`config.mk`:
```
export PLATFORM = sky130hd
export DESIGN_NAME = dmem_arbiter
export DESIGN_NICKNAME = d
export VERILOG_FILES = /design/src/rtl/dmem_arbiter.sv
export SDC_FILE = /design/constraint.sdc
export NUM_CORES = 1
export LEC_CHECK = 0
export CAP_MARGIN = 20
export CORE_MARGIN = 2
export CORE_UTILIZATION = 42
export DETAILED_ROUTE_END_ITERATION = 8
export PLACE_DENSITY = 0.81
export SYNTH_ARGS = -nofsm -noshare
export SYNTH_HDL_FRONTEND = slang
export SYNTH_SLANG_ARGS = --single-unit
```
`constraint.sdc`:
```
create_clock -name clk_i -period 2.4 [get_ports clk_i]
set_input_delay 0.24 -clock clk_i [delete_from_list [all_inputs] [get_ports clk_i]]
set_output_delay 0.24 -clock clk_i [all_outputs]
set_load 0.05 [all_outputs]
```
`src/rtl/dmem_arbiter.sv`:
```
// dmem_arbiter: round-robin arbiter and sequencer for the single data-memory port.
// Requester 0 is the load/store unit, requester 1 the debug/DMA master. One access
// runs at a time through IDLE -> BUSY -> DONE. A memory that never acks is
// abandoned after TIMEOUT_CYCLES BUSY cycles and the requester receives ack + err.
module dmem_arbiter #(
  parameter int ADDR_WIDTH     = 32,
  parameter int DATA_WIDTH     = 32,
  parameter int TIMEOUT_CYCLES = 15
) (
  input  logic                  clk_i,
  input  logic                  arst_ni,
  input  logic                  m0_req_i,
  input  logic                  m0_wr_i,
  input  logic [ADDR_WIDTH-1:0] m0_addr_i,
  input  logic [DATA_WIDTH-1:0] m0_wdata_i,
  output logic                  m0_ack_o,
  output logic                  m0_err_o,
  output logic [DATA_WIDTH-1:0] m0_rdata_o,
  input  logic                  m1_req_i,
  input  logic                  m1_wr_i,
  input  logic [ADDR_WIDTH-1:0] m1_addr_i,
  input  logic [DATA_WIDTH-1:0] m1_wdata_i,
  output logic                  m1_ack_o,
  output logic                  m1_err_o,
  output logic [DATA_WIDTH-1:0] m1_rdata_o,
  output logic                  dmem_req_o,
  output logic                  dmem_wr_o,
  output logic [ADDR_WIDTH-1:0] dmem_addr_o,
  output logic [DATA_WIDTH-1:0] dmem_wdata_o,
  input  logic [DATA_WIDTH-1:0] dmem_rdata_i,
  input  logic                  dmem_ack_i,
  output logic                  busy_o
);

  // A zero timeout still needs a one-bit counter so the declarations stay legal.
  localparam int CNT_W = (TIMEOUT_CYCLES > 0) ? $clog2(TIMEOUT_CYCLES + 1) : 1;
  localparam logic [CNT_W-1:0] CNT_LIMIT = CNT_W'(TIMEOUT_CYCLES);
  localparam logic [CNT_W-1:0] CNT_ONE   = CNT_W'(1);

  typedef enum logic [1:0] {IDLE, BUSY, DONE} state_t;

  state_t           state_q;
  logic             last_grant_q;
  logic             grant_q;
  logic [CNT_W-1:0] cnt_q;

  logic             win;
  logic [CNT_W-1:0] cnt_inc;
  logic             expire;

  // Saturating increment: the counter parks at all-ones instead of wrapping.
  function automatic logic [CNT_W-1:0] sat_inc(input logic [CNT_W-1:0] v);
    return (v == {CNT_W{1'b1}}) ? v : v + CNT_ONE;
  endfunction

  // Pick the winner for this cycle and decode whether this BUSY cycle is the last allowed one.
  always_comb begin
    win = 1'b0;
    if (m0_req_i && m1_req_i) win = ~last_grant_q;
    else                      win = m1_req_i;
    cnt_inc = sat_inc(cnt_q);
    expire  = (TIMEOUT_CYCLES != 0) && (cnt_inc == CNT_LIMIT);
  end

  // Transaction FSM; every output is a register written here.
  always_ff @(posedge clk_i or negedge arst_ni) begin
    if (!arst_ni) begin
      state_q      <= IDLE;
      last_grant_q <= 1'b1;
      grant_q      <= 1'b0;
      cnt_q        <= '0;
      busy_o       <= 1'b0;
      dmem_req_o   <= 1'b0;
      dmem_wr_o    <= 1'b0;
      dmem_addr_o  <= '0;
      dmem_wdata_o <= '0;
      m0_ack_o     <= 1'b0;
      m0_err_o     <= 1'b0;
      m0_rdata_o   <= '0;
      m1_ack_o     <= 1'b0;
      m1_err_o     <= 1'b0;
      m1_rdata_o   <= '0;
    end else begin
      case (state_q)
        IDLE: begin
          if (m0_req_i || m1_req_i) begin
            state_q      <= BUSY;
            busy_o       <= 1'b1;
            grant_q      <= win;
            last_grant_q <= win;
            cnt_q        <= '0;
            dmem_req_o   <= 1'b1;
            dmem_wr_o    <= win ? m1_wr_i    : m0_wr_i;
            dmem_addr_o  <= win ? m1_addr_i  : m0_addr_i;
            dmem_wdata_o <= win ? m1_wdata_i : m0_wdata_i;
          end
        end
        BUSY: begin
          cnt_q <= cnt_inc;
          if (dmem_ack_i) begin
            // A real ack beats a timeout that expires in the same cycle.
            state_q    <= DONE;
            dmem_req_o <= 1'b0;
            if (grant_q) begin
              m1_ack_o <= 1'b1;
              if (!dmem_wr_o) m1_rdata_o <= dmem_rdata_i;
            end else begin
              m0_ack_o <= 1'b1;
              if (!dmem_wr_o) m0_rdata_o <= dmem_rdata_i;
            end
          end else if (expire) begin
            state_q    <= DONE;
            dmem_req_o <= 1'b0;
            if (grant_q) begin
              m1_ack_o   <= 1'b1;
              m1_err_o   <= 1'b1;
              m1_rdata_o <= '0;
            end else begin
              m0_ack_o   <= 1'b1;
              m0_err_o   <= 1'b1;
              m0_rdata_o <= '0;
            end
          end
        end
        DONE: begin
          state_q      <= IDLE;
          busy_o       <= 1'b0;
          cnt_q        <= '0;
          dmem_wr_o    <= 1'b0;
          dmem_addr_o  <= '0;
          dmem_wdata_o <= '0;
          m0_ack_o     <= 1'b0;
          m0_err_o     <= 1'b0;
          m1_ack_o     <= 1'b0;
          m1_err_o     <= 1'b0;
        end
        default: state_q <= IDLE;
      endcase
    end
  end

endmodule

```
======== After elaboration in Yosys (flattened, before gate mapping) ========
Index checks and enable logic that the tools add are counted.
cells by class
  $add $sub $neg .......................... 1
  equal/unequal tests ..................... 11
  muxes and demuxes ....................... 47
  bitwise operators ....................... 2
  reduce and logical (&&, ||, !) cells .... 18
operator list
  cell                                            count
  2-to-1 mux 32 bit                               13
  case mux 32 bit (2 select lines)                2
  2-to-1 mux 1 bit                                18
  AND reduction 4 bit                             4
  case mux 1 bit (2 select lines)                 7
  != test 2 bit (second input constant)           6
  case mux 4 bit (3 select lines)                 1
  AND reduction 2 bit                             5
  == test 4 bit (second input constant)           2
  2-to-1 mux 4 bit                                2
  nonzero test 2 bit                              4
  2-to-1 mux 2 bit                                3
  adder 4 x 1 -> 4 bit (second input constant)    1
  case mux 2 bit (2 select lines)                 1
  != test 3 bit (second input constant)           1
  AND reduction 3 bit                             1
  nonzero test 3 bit                              1
  == test 2 x 1 -> 1 bit (second input constant)  1
  == test 2 bit (second input constant)           1
  zero test 2 bit                                 1
  NOT 1 bit                                       2
  logical AND 1 bit                               1
  logical OR 1 bit                                1
word-level totals
  flip-flop bits (word level) ............. 143
  input port bits ......................... 167
  output and inout bits ................... 135
  logic and storage cells ................. 94

======== Longest topological paths before layout ========
Gate-level depths: netlist (run 1).
  word-level depth ........................ 6
  mapped depth ............................ 8
  gate-level depth less buffers ........... 6

======== Worst setup path before layout (run 1) ========
Ideal clock, no wire load.
  path type ............................... reg2reg
  from .................................... reg state_q[0]
  to ...................................... reg dmem_addr_o[19]
  setup time .............................. 0.083 ns
  arrival time ............................ 1.759 ns
  data required time ...................... 2.317 ns
  setup slack ............................. 0.558 ns
  stages on the path, launching flop included .. 9
  buffers on the path ..................... 2
  clock period less this slack ............ 1.842 ns
  cell sequence ........................... dfrtp_1 -> inv_1 -> ha_1 -> nor3b_2 -> o21bai_1 -> buf_2 -> buf_2 -> nand2_1 -> o21ai_0
between the ends
  cells in the longest elaborated chain, start to end .. 3
  elaborated cells between the ends (all ways) .. 6
  classes of those cells .................. 2 x eq/ne; 1 x mux; 3 x reduce/logical
ends and longest elaborated chain
  what                                                                  line  RTL
  start: declaration                                                    42    state_t state_q;
  start signal: assignment                                              68    state_q <= IDLE;
  start signal: assignment                                              87    state_q <= BUSY;
  start signal: assignment                                              102   state_q <= DONE;
  == test 2 bit / zero test 2 bit (equally long branches)               84    case (state_q)
  nonzero test 2 bit (no line) / != test 2 bit (equally long branches)  --
  AND reduction 2 bit (no line)                                         --
  end signal: assignment                                                94    dmem_addr_o <= win ? m1_addr_i : m0_addr_i;
  end: declaration                                                      28    output logic [ADDR_WIDTH-1:0] dmem_addr_o,
Parallel ways exist; a longest one is shown, timed or not.
A chain may end at the register's enable or synchronous reset.

======== Worst setup path after layout (run 1) ========
  from .................................... reg state_q[0]
  to ...................................... reg dmem_wdata_o[17]
between the ends
  cells in the longest elaborated chain, start to end .. 3
  elaborated cells between the ends (all ways) .. 6
  classes of those cells .................. 2 x eq/ne; 1 x mux; 3 x reduce/logical
ends and longest elaborated chain
  what                                                                  line  RTL
  == test 2 bit / zero test 2 bit (equally long branches)               84
  nonzero test 2 bit (no line) / != test 2 bit (equally long branches)  --
  AND reduction 2 bit (no line)                                         --
  end signal: assignment                                                95    dmem_wdata_o <= win ? m1_wdata_i : m0_wdata_i;
  end: declaration                                                      29    output logic [DATA_WIDTH-1:0] dmem_wdata_o,
Parallel ways exist; a longest one is shown, timed or not.

==> results of run 1 <==
-- state kept, by name, indices dropped and copies added (netlist names) --
signal	flops
dmem_wdata_o	32
m1_rdata_o	32
busy_o	1
cnt_q	4
m1_err_o	1
grant_q	1
dmem_addr_o	32
state_q	2
dmem_wr_o	1
m0_rdata_o	32
m0_err_o	1
m0_ack_o	1
dmem_req_o	1
last_grant_q	1
m1_ack_o	1
-- per-layer routing --
layer / vias up / global-route usage / share of wire
met4: 0 / 0.1012 / 0.017
met3: 23 / 0.09703 / 0.10
li1: 2796 / - / -
met1: 2939 / 0.3115 / 0.39
met5: - / 0 / 0
met2: 253 / 0.4080 / 0.49
-- cell type report --
class                   instances  area (um^2)  area share
flip-flops and latches        143         3581      0.3389
repair buffers                322         3262      0.3087
multi-input cells             395         2794      0.2644
clock buffers                  22        494.2     0.04677
well taps                     211        264.0     0.02499
clock inverters                10        132.6     0.01255
inverters                       7        26.28    0.002487
diodes                          5        12.51    0.001184
-- power breakdown --
group	switching, W	internal, W
clock network	0.00100	0.00177
registers	0.000832	0.00356
logic	0.00622	0.00352
total	0.00806	0.00885
-- what timing repair did --
item / 4_1_cts / 5_1_grt
hold buffers: 1 / 0
setup buffers: 0 / 0
endpoints found under the hold margin: 54 / 0
-- cell families after synthesis --
logic type | synth area share
compound gates | 0.2392
xor+xnor | 0.001324
fa+ha+maj | 0.01134
buf+inv | 0.04046
flops | 0.5409
mux | 0.1015
simple gates | 0.06523
-- path summary, 6_finish.rpt --
kind / cells past startpoint / startpoint / to / slack, ns
max: 7 / state_q[0]$_DFFE_PN0P_ / dmem_wdata_o[17]$_DFFE_PN0P_ / 0.34
min reg2reg: 2 / dmem_addr_o[11]$_DFFE_PN0P_ / dmem_addr_o[11]$_DFFE_PN0P_ / 0.48
min in group clk_i: 3 / m0_wdata_i[9] / dmem_wdata_o[9]$_DFFE_PN0P_ / 0.44
max in group asynchronous: 3 / arst_ni / m1_rdata_o[20]$_DFFE_PN0P_ / 1.34
max reg2reg: 7 / state_q[0]$_DFFE_PN0P_ / dmem_wdata_o[17]$_DFFE_PN0P_ / 0.34
min: 2 / arst_ni / m0_rdata_o[10]$_DFFE_PN0P_ / 0.35
-- metrics by stage --
| stage | area (um^2) | total power, W | setup slack (ns) | util | cells |
|---|---|---|---|---|---|
| 2_1_floorplan | 6618 | 0.01065 | 0.5582 | - | 597 |
| 3_3_place_gp | 9917 | 0.01399 | 0.4302 | 0.6475 | 1077 |
| 3_5_place_dp | 9917 | 0.01417 | 0.3452 | 0.6475 | 1077 |
| 4_1_cts | 10550 | 0.01700 | 0.3279 | 0.6891 | 1110 |
| 5_1_grt | 10560 | 0.01778 | 0.2105 | 0.6895 | 1112 |
| 6_report | 10570 | 0.01690 | 0.3440 | 0.6900 | 1115 |
-- worst max-delay path, stage by stage (launching register included) --
cell and delay (ns):
sky130_fd_sc_hd__dfrtp_1 0.41, sky130_fd_sc_hd__inv_1 0.12, sky130_fd_sc_hd__ha_1 0.33, sky130_fd_sc_hd__nor3b_2 0.26, sky130_fd_sc_hd__o21bai_4 0.39, sky130_fd_sc_hd__buf_4 0.30, sky130_fd_sc_hd__nand2_1 0.07, sky130_fd_sc_hd__o21ai_0 0.09
-- placed cells by master (no fill, tap or decap), types with 7 or more instances in the layout --
cell,instances
sky130_fd_sc_hd__clkdlybuf4s50_1,300
sky130_fd_sc_hd__dfrtp_1,141
sky130_fd_sc_hd__nand2_1,77
sky130_fd_sc_hd__o21ai_0,68
sky130_fd_sc_hd__mux2i_1,66
sky130_fd_sc_hd__o2bb2ai_1,45
sky130_fd_sc_hd__a22oi_1,44
sky130_fd_sc_hd__a22o_1,40
sky130_fd_sc_hd__clkbuf_16,17
sky130_fd_sc_hd__buf_4,13
sky130_fd_sc_hd__o21ai_1,7
sky130_fd_sc_hd__buf_12,7
==> impl_results.rst, run 1 <==
.. list-table::
   :header-rows: 1

   * - Metric
     - Value
   * - Length of the first detailed-routing pass in iterations
     - 4
   * - Worst VDD drop
     - around 0.00077 V
   * - Die area
     - approximately 0.017 mm^2
   * - Share of synthesized flip-flops with an asynchronous set or reset
     - 1.000
   * - Clock Sink Count
     - 143
   * - Area of the core
     - 0.01531 mm^2
   * - Largest net degree at the start of global routing
     - between 60 and 70
   * - Most area-consuming cells after synthesis
     - sky130_fd_sc_hd__dfrtp_1 54%, sky130_fd_sc_hd__mux2i_1 10%, sky130_fd_sc_hd__o2bb2ai_1 6.0%, sky130_fd_sc_hd__a22o_1 5.3%, sky130_fd_sc_hd__o21ai_0 5.1%
   * - Post-detailed-route wirelength per cell
     - approximately 19 um
   * - Avg Inst Size Synth
     - between 10 and 15 um^2
   * - Detailed-route vias per instance
     - ~5.4
   * - CP Launch Type
     - flop
   * - Number of top-level pins
     - 302
   * - Total Neg Setup Slack
     - 0 ns
   * - Cell count after synthesis
     - about 600
   * - Post-detailed-route DRC marker count
     - 0
   * - Min Tclk post-route
     - between 2 and 2.5 ns
   * - Number of flops mapped to enable cells by yosys
     - 0
   * - Max-slew headroom at the worst pin
     - 0.4781
   * - Share of final-layout standard cells stronger than drive strength 1
     - 0.07119
   * - Max Cap Viol
     - 0
   * - Initial DRC Count
     - 416
   * - Number of antenna violations at the first check in global routing
     - 2
   * - Cell area power density
     - roughly 1600 mW/mm^2
   * - Data arrival, critical path
     - roughly 2.4 ns
   * - Yosys top cell by area
     - sky130_fd_sc_hd__dfrtp_1
   * - Run status
     - completed
   * - Count of standard-cell rows
     - 45
   * - Final weighted congestion of routability-driven global placement
     - 0.8582
   * - Final clock skew
     - 0.006568 ns
   * - Initial Utilization
     - 0.4321
   * - Cell with the most instances after synthesis
     - sky130_fd_sc_hd__dfrtp_1
   * - Pin slew with the least headroom to its limit
     - 0.7808 ns
   * - Post-cts sizing count
     - 0
   * - Count of vias placed by the detailed router
     - approximately 6000
   * - Half-perimeter wire length after detailed placement
     - ~15000 um
   * - Critical Path Sink Type
     - flop
   * - Tot GR Track Use
     - 0.2544
   * - Final #Nets
     - 1059
   * - IO buf count
     - around 300
   * - Clock tree from TritonCTS
     - done
   * - Netlist Area Pre-Place
     - 0.006618 mm^2
   * - Leakage dissipation
     - between 4 and 5 nW
   * - First-pass GRT wire length
     - 32840 um
   * - Inserted Clock Buffers
     - 17
   * - Worst hold slack across all endpoints
     - between 0.3 and 0.4 ns
   * - Setup-violating endpoint count in the final report
     - 0
   * - Kind of path behind the tightest hold check
     - input pin to async pin
   * - Total wirelength of the detailed-routed design
     - between 20000 and 25000 um
   * - Synth cell types
     - 44
   * - Max Buffers Root-to-Sink
     - 2
   * - Number of filler instances in the final layout
     - around 1200
   * - Die span in y
     - 129.5 um
   * - Antenna-violating nets left
     - 0
   * - Top flip-flop cell by instance count after synthesis
     - sky130_fd_sc_hd__dfrtp_1
   * - Hold violation total from the final report
     - 0
   * - Maximum level of the CTS H-tree
     - 4
   * - Final period util
     - 0.8566
   * - Clock transition at path regs
     - ~0.06 ns
   * - Final Slew Violations
     - 0
   * - Critical Setup Path Class
     - flop to flop
   * - Proportion of synthesized chip area in sequential cells
     - 0.5409
   * - Unrepaired setup endpoints after global routing
     - no
   * - Buffer type at the clock tree root
     - sky130_fd_sc_hd__clkbuf_16
   * - Synthesized Nets
     - a little under 800
   * - Area share of the largest cell type after synthesis
     - 0.5370
   * - Required time of the critical path
     - 2.73 ns
   * - Layout area overhead
     - 59.67%
   * - F_max
     - approximately 490 MHz
   * - Maximum fanout count along the critical path
     - 29
   * - Overflow left after global routing
     - 0
   * - Clock latency reported for the late side of the worst-skew pair
     - around 0.42 ns
   * - Die extent in x
     - between 100 and 150 um
   * - Number of flip-flops and latches in the synthesized netlist
     - about 140
   * - Warning count from the yosys run
     - 0
   * - Ranking of synthesized cells by instance count
     - 142 x sky130_fd_sc_hd__dfrtp_1, 77 x sky130_fd_sc_hd__nand2_1, 68 x sky130_fd_sc_hd__o21ai_0
   * - Via count of the first global-routing pass
     - 6062
Note: power is estimated with default switching activity, not from simulation.
==> run 2: changes to the inputs <==
--- a/config.mk
+++ b/config.mk
@@ -10,4 +10,5 @@
 export CORE_UTILIZATION = 42
 export DETAILED_ROUTE_END_ITERATION = 8
+export GPL_ROUTABILITY_DRIVEN = 0
 export PLACE_DENSITY = 0.81
 export SYNTH_ARGS = -nofsm -noshare
==> constraint.sdc (replaced) <==
create_clock -name clk_i -period 2.4 [get_ports clk_i]
set_input_delay 0.24 -clock clk_i [delete_from_list [all_inputs] [get_ports clk_i]]
set_output_delay 0.24 -clock clk_i [all_outputs]
set_load 0.01 [all_outputs]
==> impl_results.rst, run 2 (synthesis gave the netlist of run 1 again) <==
.. list-table::
   :header-rows: 1

   * - Metric
     - Value
   * - Run status
     - completed (unchanged)
   * - Die span in y
     - 129.5 um (unchanged)
   * - Sum of internal, switching and leakage power
     - 0.01370 W (was 0.01690 W)
   * - Clock Sink Count
     - 143 (unchanged)
   * - Peak-usage layer in the global routing report
     - met2 (unchanged)
   * - Clock tree from TritonCTS
     - done (unchanged)
   * - Post-detailed-route DRC marker count
     - 0 (unchanged)
   * - Half-perimeter wire length after detailed placement
     - 15310 um (was 14960 um)
   * - Maximum fanout count along the critical path
     - 32 (was 29)
   * - Filler-free cell count of the finished design
     - 1111 (was 1115)
   * - Final clock skew
     - 0.01091 ns (was 0.006568 ns)
   * - Hold violation total from the final report
     - 0 (unchanged)
   * - Die area
     - 0.01678 mm^2 (unchanged)
   * - Max-slew headroom at the worst pin
     - 0.5149 (was 0.4781)
   * - Area taken by flip-flops and latches
     - 0.003581 mm^2 (unchanged)
   * - Share of final-layout standard cells stronger than drive strength 1
     - 0.06912 (was 0.07119)
   * - Finished layout cell area
     - 0.01053 mm^2 (was 0.01057 mm^2)
   * - Instance count after placement with tap cells included
     - 1075 (was 1077)
   * - Final period util
     - 0.8472 (was 0.8566)
   * - Met3 Resource Use GR
     - 0.09166 (was 0.09703)
   * - Maximum level of the CTS H-tree
     - 4 (unchanged)
   * - Total wirelength of the detailed-routed design
     - 21800 um (was 21160 um)
   * - Initial DRC Count
     - 470 (was 416)
   * - First-pass GRT wire length
     - 33490 um (was 32840 um)
   * - CP Launch Type
     - flop (unchanged)
   * - Setup-violating endpoint count in the final report
     - 0 (unchanged)
   * - Count of standard-cell rows
     - 45 (unchanged)
   * - Count of buffers added by post-CTS timing repair for setup
     - 0 (unchanged)
   * - Final Slew Violations
     - 0 (unchanged)
   * - Inserted Clock Buffers
     - 17 (unchanged)
   * - Overflow left after global routing
     - 0 (unchanged)
   * - Tot GR Track Use
     - 0.2604 (was 0.2544)
   * - Data arrival, critical path
     - 2.39 ns (was 2.38 ns)
   * - Leakage dissipation
     - 4.328 nW (was 4.351 nW)
   * - Largest net degree at the start of global routing
     - 82 (was 67)
   * - Layout area overhead
     - 59.16% (was 59.67%)
   * - Min Tclk post-route
     - 2.033 ns (was 2.056 ns)
   * - Max Cap Viol
     - 0 (unchanged)
   * - Kind of path behind the tightest hold check
     - input pin to async pin (unchanged)
   * - Initial Utilization
     - 0.4321 (unchanged)
   * - IO buf count
     - 301 (unchanged)
   * - Count of vias placed by the detailed router
     - 6054 (was 6011)
   * - Number of filler instances in the final layout
     - 1174 (was 1187)
   * - Required time of the critical path
     - 2.75 ns (was 2.73 ns)
   * - Commonest cells after routing, fill and taps aside
     - 300 x sky130_fd_sc_hd__clkdlybuf4s50_1, 141 x sky130_fd_sc_hd__dfrtp_1, 77 x sky130_fd_sc_hd__nand2_1, 68 x sky130_fd_sc_hd__o21ai_0, 66 x sky130_fd_sc_hd__mux2i_1 (unchanged)
   * - Global-route track usage on met1
     - 0.3251 (was 0.3115)
   * - Number of top-level pins
     - 302 (unchanged)
   * - Number of antenna violations at the first check in global routing
     - 1 (was 2)
   * - Final #Nets
     - 1057 (was 1059)
   * - Max Buffers Root-to-Sink
     - 2 (unchanged)
   * - Buffer type at the clock tree root
     - sky130_fd_sc_hd__clkbuf_16 (unchanged)
   * - Clock latency reported for the late side of the worst-skew pair
     - 0.43 ns (was 0.42 ns)
   * - Post-detailed-route wirelength per cell
     - 19.63 um (was 18.98 um)
   * - Critical Setup Path Class
     - flop to flop (unchanged)
   * - Critical Path Sink Type
     - flop (unchanged)
   * - Detailed-route vias per instance
     - 5.449 (was 5.391)
   * - Worst VDD drop
     - 0.0006335 V (was 0.0007683 V)
   * - Multi-input gate area in the final layout
     - 0.002794 mm^2 (unchanged)
   * - Pin slew with the least headroom to its limit
     - 0.7257 ns (was 0.7808 ns)
   * - Length of the first detailed-routing pass in iterations
     - 5 (was 4)
   * - Cell area power density
     - 1300 mW/mm^2 (was 1600 mW/mm^2)
   * - Clock transition at path regs
     - 0.06 ns (about the same)
   * - Most common library cell in the layout ignoring fill and taps
     - sky130_fd_sc_hd__clkdlybuf4s50_1 (unchanged)
   * - Total Neg Setup Slack
     - 0 ns (unchanged)
   * - Antenna-violating nets left
     - 0 (unchanged)
   * - Cell area after placement
     - 0.009915 mm^2 (was 0.009917 mm^2)
   * - F_max
     - 491.8 MHz (was 486.4 MHz)
   * - Die extent in x
     - 129.5 um (unchanged)
   * - Area of the core
     - 0.01531 mm^2 (unchanged)
   * - Met2 usage in global routing
     - 0.4173 (was 0.4080)
   * - Unrepaired setup endpoints after global routing
     - no (unchanged)
   * - Via count of the first global-routing pass
     - 6036 (was 6062)
## run 2: cell types whose count changed in the layout (fill, tap and decap cells not counted), moves of 2 or more
cell and delta:
sky130_fd_sc_hd__clkbuf_8 -5, sky130_fd_sc_hd__inv_6 +5, sky130_fd_sc_hd__clkinv_2 -4, sky130_fd_sc_hd__buf_4 -3, sky130_fd_sc_hd__clkinv_4 +3, sky130_fd_sc_hd__diode_2 -2, sky130_fd_sc_hd__inv_8 +2
## run 2: cell type report
cell class	count	area share
clock buffer	17	0.04039
clock inverter	15	0.01663
antenna	3	0.0007128
tap	211	0.02507
timing repair buffer	320	0.3095
sequential	143	0.3400
multi-input combinational	395	0.2653
inverter	7	0.002495
## run 2: layer usage
| layer | vias to the layer above | wire [um] |
|---|---|---|
| li1 | 2797 | - |
| met5 | - | 0 |
| met2 | 260 | 10610 |
| met4 | 0 | 570 |
| met3 | 32 | 1986 |
| met1 | 2965 | 8636 |
## run 2: path summary, 6_finish.rpt
path / cells past startpoint / to / startpoint / slack [ns]
worst min-delay path: 2 / m0_rdata_o[5]$_DFFE_PN0P_ / arst_ni / 0.25
worst max register to register: 6 / m0_rdata_o[16]$_DFFE_PN0P_ / cnt_q[0]$_DFFE_PN0P_ / 0.37
worst max-delay path: 6 / m0_rdata_o[16]$_DFFE_PN0P_ / cnt_q[0]$_DFFE_PN0P_ / 0.37
min in group clk_i: 3 / dmem_addr_o[10]$_DFFE_PN0P_ / m0_addr_i[10] / 0.44
worst min register to register: 2 / dmem_addr_o[31]$_DFFE_PN0P_ / dmem_addr_o[31]$_DFFE_PN0P_ / 0.48
max in group asynchronous: 3 / last_grant_q$_DFFE_PN1P_ / arst_ni / 1.35
## run 2: power breakdown
part	total, W	internal, W	switching [W]
Combinational	0.00657	0.00356	0.00301
Clock	0.00271	0.00157	0.00114
Sequential	0.00442	0.00356	0.000862
## run 2: what timing repair did
| action | in CTS | in global routing |
|---|---|---|
| gates resized for setup | 0 | 0 |
| hold endpoints to repair | 28 | 0 |
| hold buffers | 1 | 0 |
## run 2: metrics by stage
stage	utilization	worst slack [ns]	hold WS, ns
3_3_place_gp	0.6474	0.4415	0.1288
2_1_floorplan	-	0.5643	-0.05559
3_5_place_dp	0.6474	0.3905	0.1316
5_1_grt	0.6874	0.2111	0.2820
4_1_cts	0.6873	0.3666	0.2477
6_report	0.6877	0.3668	0.2530
## run 2: critical path, stage by stage, from the launching register on
cell and delay [ns]:
sky130_fd_sc_hd__dfrtp_1 0.46, sky130_fd_sc_hd__ha_1 0.30, sky130_fd_sc_hd__and4_1 0.24, sky130_fd_sc_hd__a221oi_2 0.36, sky130_fd_sc_hd__nand2b_1 0.20, sky130_fd_sc_hd__buf_12 0.20, sky130_fd_sc_hd__a22o_1 0.19
==> run 3: changes to the inputs <==
- CORE_UTILIZATION: 42 -> 38
- PLACE_DENSITY: 0.81 -> 0.77
- clock period: 2.4 -> 1.8 ns (I/O delays scaled with it)
==> impl_results.rst, run 3 (synthesis gave the netlist of run 1 again) <==
.. list-table::
   :header-rows: 1

   * - Metric
     - Value
   * - Clock transition at path regs
     - 0.06 ns (about the same)
   * - Buffer type at the clock tree root
     - sky130_fd_sc_hd__clkbuf_16 (unchanged)
   * - Count of vias placed by the detailed router
     - 6266 (was 6054)
   * - Number of antenna diodes
     - 0 (was 3)
   * - Worst VDD drop
     - 0.0008331 V (was 0.0006335 V)
   * - Violations in the final reports
     - negative setup slack
   * - Die extent in x
     - 136.0 um (was 129.5 um)
   * - IO buf count
     - 301 (unchanged)
   * - Final #Nets
     - 1087 (was 1057)
   * - Total Neg Setup Slack
     - -1.520 ns (was 0 ns)
   * - Clock latency reported for the late side of the worst-skew pair
     - 0.42 ns (was 0.43 ns)
   * - Antenna-violating nets left
     - 0 (unchanged)
   * - Min Tclk post-route
     - 1.884 ns (was 2.033 ns)
   * - Number of top-level pins
     - 302 (unchanged)
   * - Overflow left after global routing
     - 0 (unchanged)
   * - Unrepaired setup endpoints after global routing
     - yes (was no)
   * - Cell area power density
     - 1738 mW/mm^2 (was 1300 mW/mm^2)
   * - Max Cap Viol
     - 0 (unchanged)
   * - Maximum level of the CTS H-tree
     - 4 (unchanged)
   * - Count of standard-cell rows
     - 48 (was 45)
   * - Delay contributed by the slowest stage of the critical path
     - 0.43 ns (was 0.46 ns)
   * - Cells along the critical path
     - ha_4 -> and3b_1 -> a221oi_2 -> nand2b_4 -> buf_12 -> o2bb2ai_1 (was ha_1 -> and4_1 -> a221oi_2 -> nand2b_1 -> buf_12 -> a22o_1)
   * - Layout area overhead
     - 68.35% (was 59.16%)
   * - Final Slew Violations
     - 0 (unchanged)
   * - Length of the first detailed-routing pass in iterations
     - 4 (was 5)
   * - Least setup slack across all paths after layout
     - -0.08442 ns (was 0.3668 ns)
   * - CP Launch Type
     - flop (unchanged)
   * - Tot GR Track Use
     - 0.2268 (was 0.2604)
   * - F_max
     - 530.7 MHz (was 491.8 MHz)
   * - Cell area after placement
     - 0.01016 mm^2 (was 0.009915 mm^2)
   * - Initial DRC Count
     - 340 (was 470)
   * - Kind of path behind the tightest hold check
     - input pin to async pin (unchanged)
   * - Die span in y
     - 136.0 um (was 129.5 um)
   * - Die area
     - 0.01849 mm^2 (was 0.01678 mm^2)
   * - Final clock skew
     - 0.009581 ns (was 0.01091 ns)
   * - Critical Setup Path Class
     - flop to flop (unchanged)
   * - Clock Sink Count
     - 143 (unchanged)
   * - Commonest cells after routing, fill and taps aside
     - 300 x sky130_fd_sc_hd__clkdlybuf4s50_1, 140 x sky130_fd_sc_hd__dfrtp_1, 77 x sky130_fd_sc_hd__nand2_1, 66 x sky130_fd_sc_hd__mux2i_1, 59 x sky130_fd_sc_hd__o21ai_0 (was 300 x sky130_fd_sc_hd__clkdlybuf4s50_1, 141 x sky130_fd_sc_hd__dfrtp_1, 77 x sky130_fd_sc_hd__nand2_1, 68 x sky130_fd_sc_hd__o21ai_0, 66 x sky130_fd_sc_hd__mux2i_1)
   * - Finished layout cell area
     - 0.01114 mm^2 (was 0.01053 mm^2)
   * - Final period util
     - 1.047 (was 0.8472)
   * - Initial Utilization
     - 0.3853 (was 0.4321)
   * - Max Buffers Root-to-Sink
     - 2 (unchanged)
   * - Critical Path Sink Type
     - flop (unchanged)
   * - Utilization after layout
     - 0.6486 (was 0.6877)
   * - Setup-violating endpoint count in the final report
     - 54 (was 0)
   * - Inserted Clock Buffers
     - 17 (unchanged)
   * - Via count of the first global-routing pass
     - 5949 (was 6036)
   * - Area of the core
     - 0.01718 mm^2 (was 0.01531 mm^2)
   * - Maximum fanout count along the critical path
     - 7 (was 32)
   * - Clock tree from TritonCTS
     - done (unchanged)
   * - Post-detailed-route DRC marker count
     - 0 (unchanged)
   * - Hold violation total from the final report
     - 0 (unchanged)
   * - Share of final-layout standard cells stronger than drive strength 1
     - 0.1359 (was 0.06912)
   * - Slowest stage cell, crit path
     - sky130_fd_sc_hd__dfrtp_2 (was sky130_fd_sc_hd__dfrtp_1)
   * - Max-slew headroom at the worst pin
     - 0.5705 (was 0.5149)
   * - First-pass GRT wire length
     - 32570 um (was 33490 um)
   * - Largest net degree at the start of global routing
     - 44 (was 82)
   * - Post-detailed-route wirelength per cell
     - 19.34 um (was 19.63 um)
   * - Data arrival, critical path
     - 2.19 ns (was 2.39 ns)
   * - Leakage dissipation
     - 4.591 nW (was 4.328 nW)
   * - Pin slew with the least headroom to its limit
     - 0.6443 ns (was 0.7257 ns)
   * - Required time of the critical path
     - 2.10 ns (was 2.75 ns)
   * - Half-perimeter wire length after detailed placement
     - 15100 um (was 15310 um)
   * - Run status
     - finished, violations left (was completed)
   * - Most common library cell in the layout ignoring fill and taps
     - sky130_fd_sc_hd__clkdlybuf4s50_1 (unchanged)
   * - Worst slack at placement
     - -0.02311 ns (was 0.3905 ns)
   * - Detailed-route vias per instance
     - 5.439 (was 5.449)
   * - Number of antenna violations at the first check in global routing
     - 0 (was 1)
   * - Total wirelength of the detailed-routed design
     - 22280 um (was 21800 um)
[run 3: final timing paths]
kind	start	endpoint	slack, ns	cells past startpoint
max	cnt_q[0]$_DFFE_PN0P_	m0_rdata_o[1]$_DFFE_PN0P_	-0.08	6
min	arst_ni	m0_rdata_o[5]$_DFFE_PN0P_	0.25	2
max reg2reg	cnt_q[0]$_DFFE_PN0P_	m0_rdata_o[1]$_DFFE_PN0P_	-0.08	6
min reg2reg	dmem_addr_o[8]$_DFFE_PN0P_	dmem_addr_o[8]$_DFFE_PN0P_	0.48	2
max in group asynchronous	arst_ni	last_grant_q$_DFFE_PN1P_	0.94	3
min in group clk_i	m0_wdata_i[10]	dmem_wdata_o[10]$_DFFE_PN0P_	0.38	3
[run 3: final cells by class]
class / count / area [um^2]
clock inverters: 12 / 157.7
fillers: 1358 / 6036
well taps: 225 / 281.5
multi-input cells: 395 / 3013
flip-flops and latches: 143 / 3582
inverters: 7 / 26.28
clock buffers: 20 / 456.7
repair buffers: 350 / 3623
[run 3: power by group]
group / switching [W] / leakage, nW / total, W / internal (W)
clock network: 0.00142 / 0.293 / 0.00368 / 0.00226
logic: 0.00426 / 2.57 / 0.00969 / 0.00542
registers: 0.00125 / 1.73 / 0.00600 / 0.00475
[run 3: critical path, delay by kind of cell, from the launching register on]
family	cells	cell delay, ns
AOI/OAI and AO/OA	2	0.49
adders and majority gates	1	0.25
buffers and inverters	1	0.15
DFF	1	0.43
and+or+nand+nor	2	0.46
[run 3: metal layers]
| metal | routed length [um] | track usage | up-vias |
|---|---|---|---|
| met3 | 2226 | 0.08389 | 29 |
| met2 | 11080 | 0.3737 | 330 |
| met1 | 8544 | 0.2782 | 3048 |
| met5 | 0 | 0 | - |
| met4 | 426 | 0.06829 | 0 |
| li1 | - | - | 2859 |
[run 3: through the flow]
| stage | cells | hold slack, ns | total power (W) |
|---|---|---|---|
| detailed placement | 1109 | 0.1219 | 0.01496 |
| finish | 1152 | 0.2466 | 0.01936 |
| CTS | 1144 | 0.2475 | 0.01878 |
| global route | 1152 | 0.2839 | 0.02049 |
| global placement | 1109 | 0.1226 | 0.01475 |
| floorplan | 597 | -0.1156 | 0.01001 |
[run 3: repair_timing]
action                                  4_1_cts  5_1_grt
gates resized for setup                       5       42
hold buffers                                  1        0
pin swaps                                     3       10
hold endpoints to repair                     36        0
cloned                                        1        5
endpoints found under the setup margin       33      100
buffers inserted                              1        3
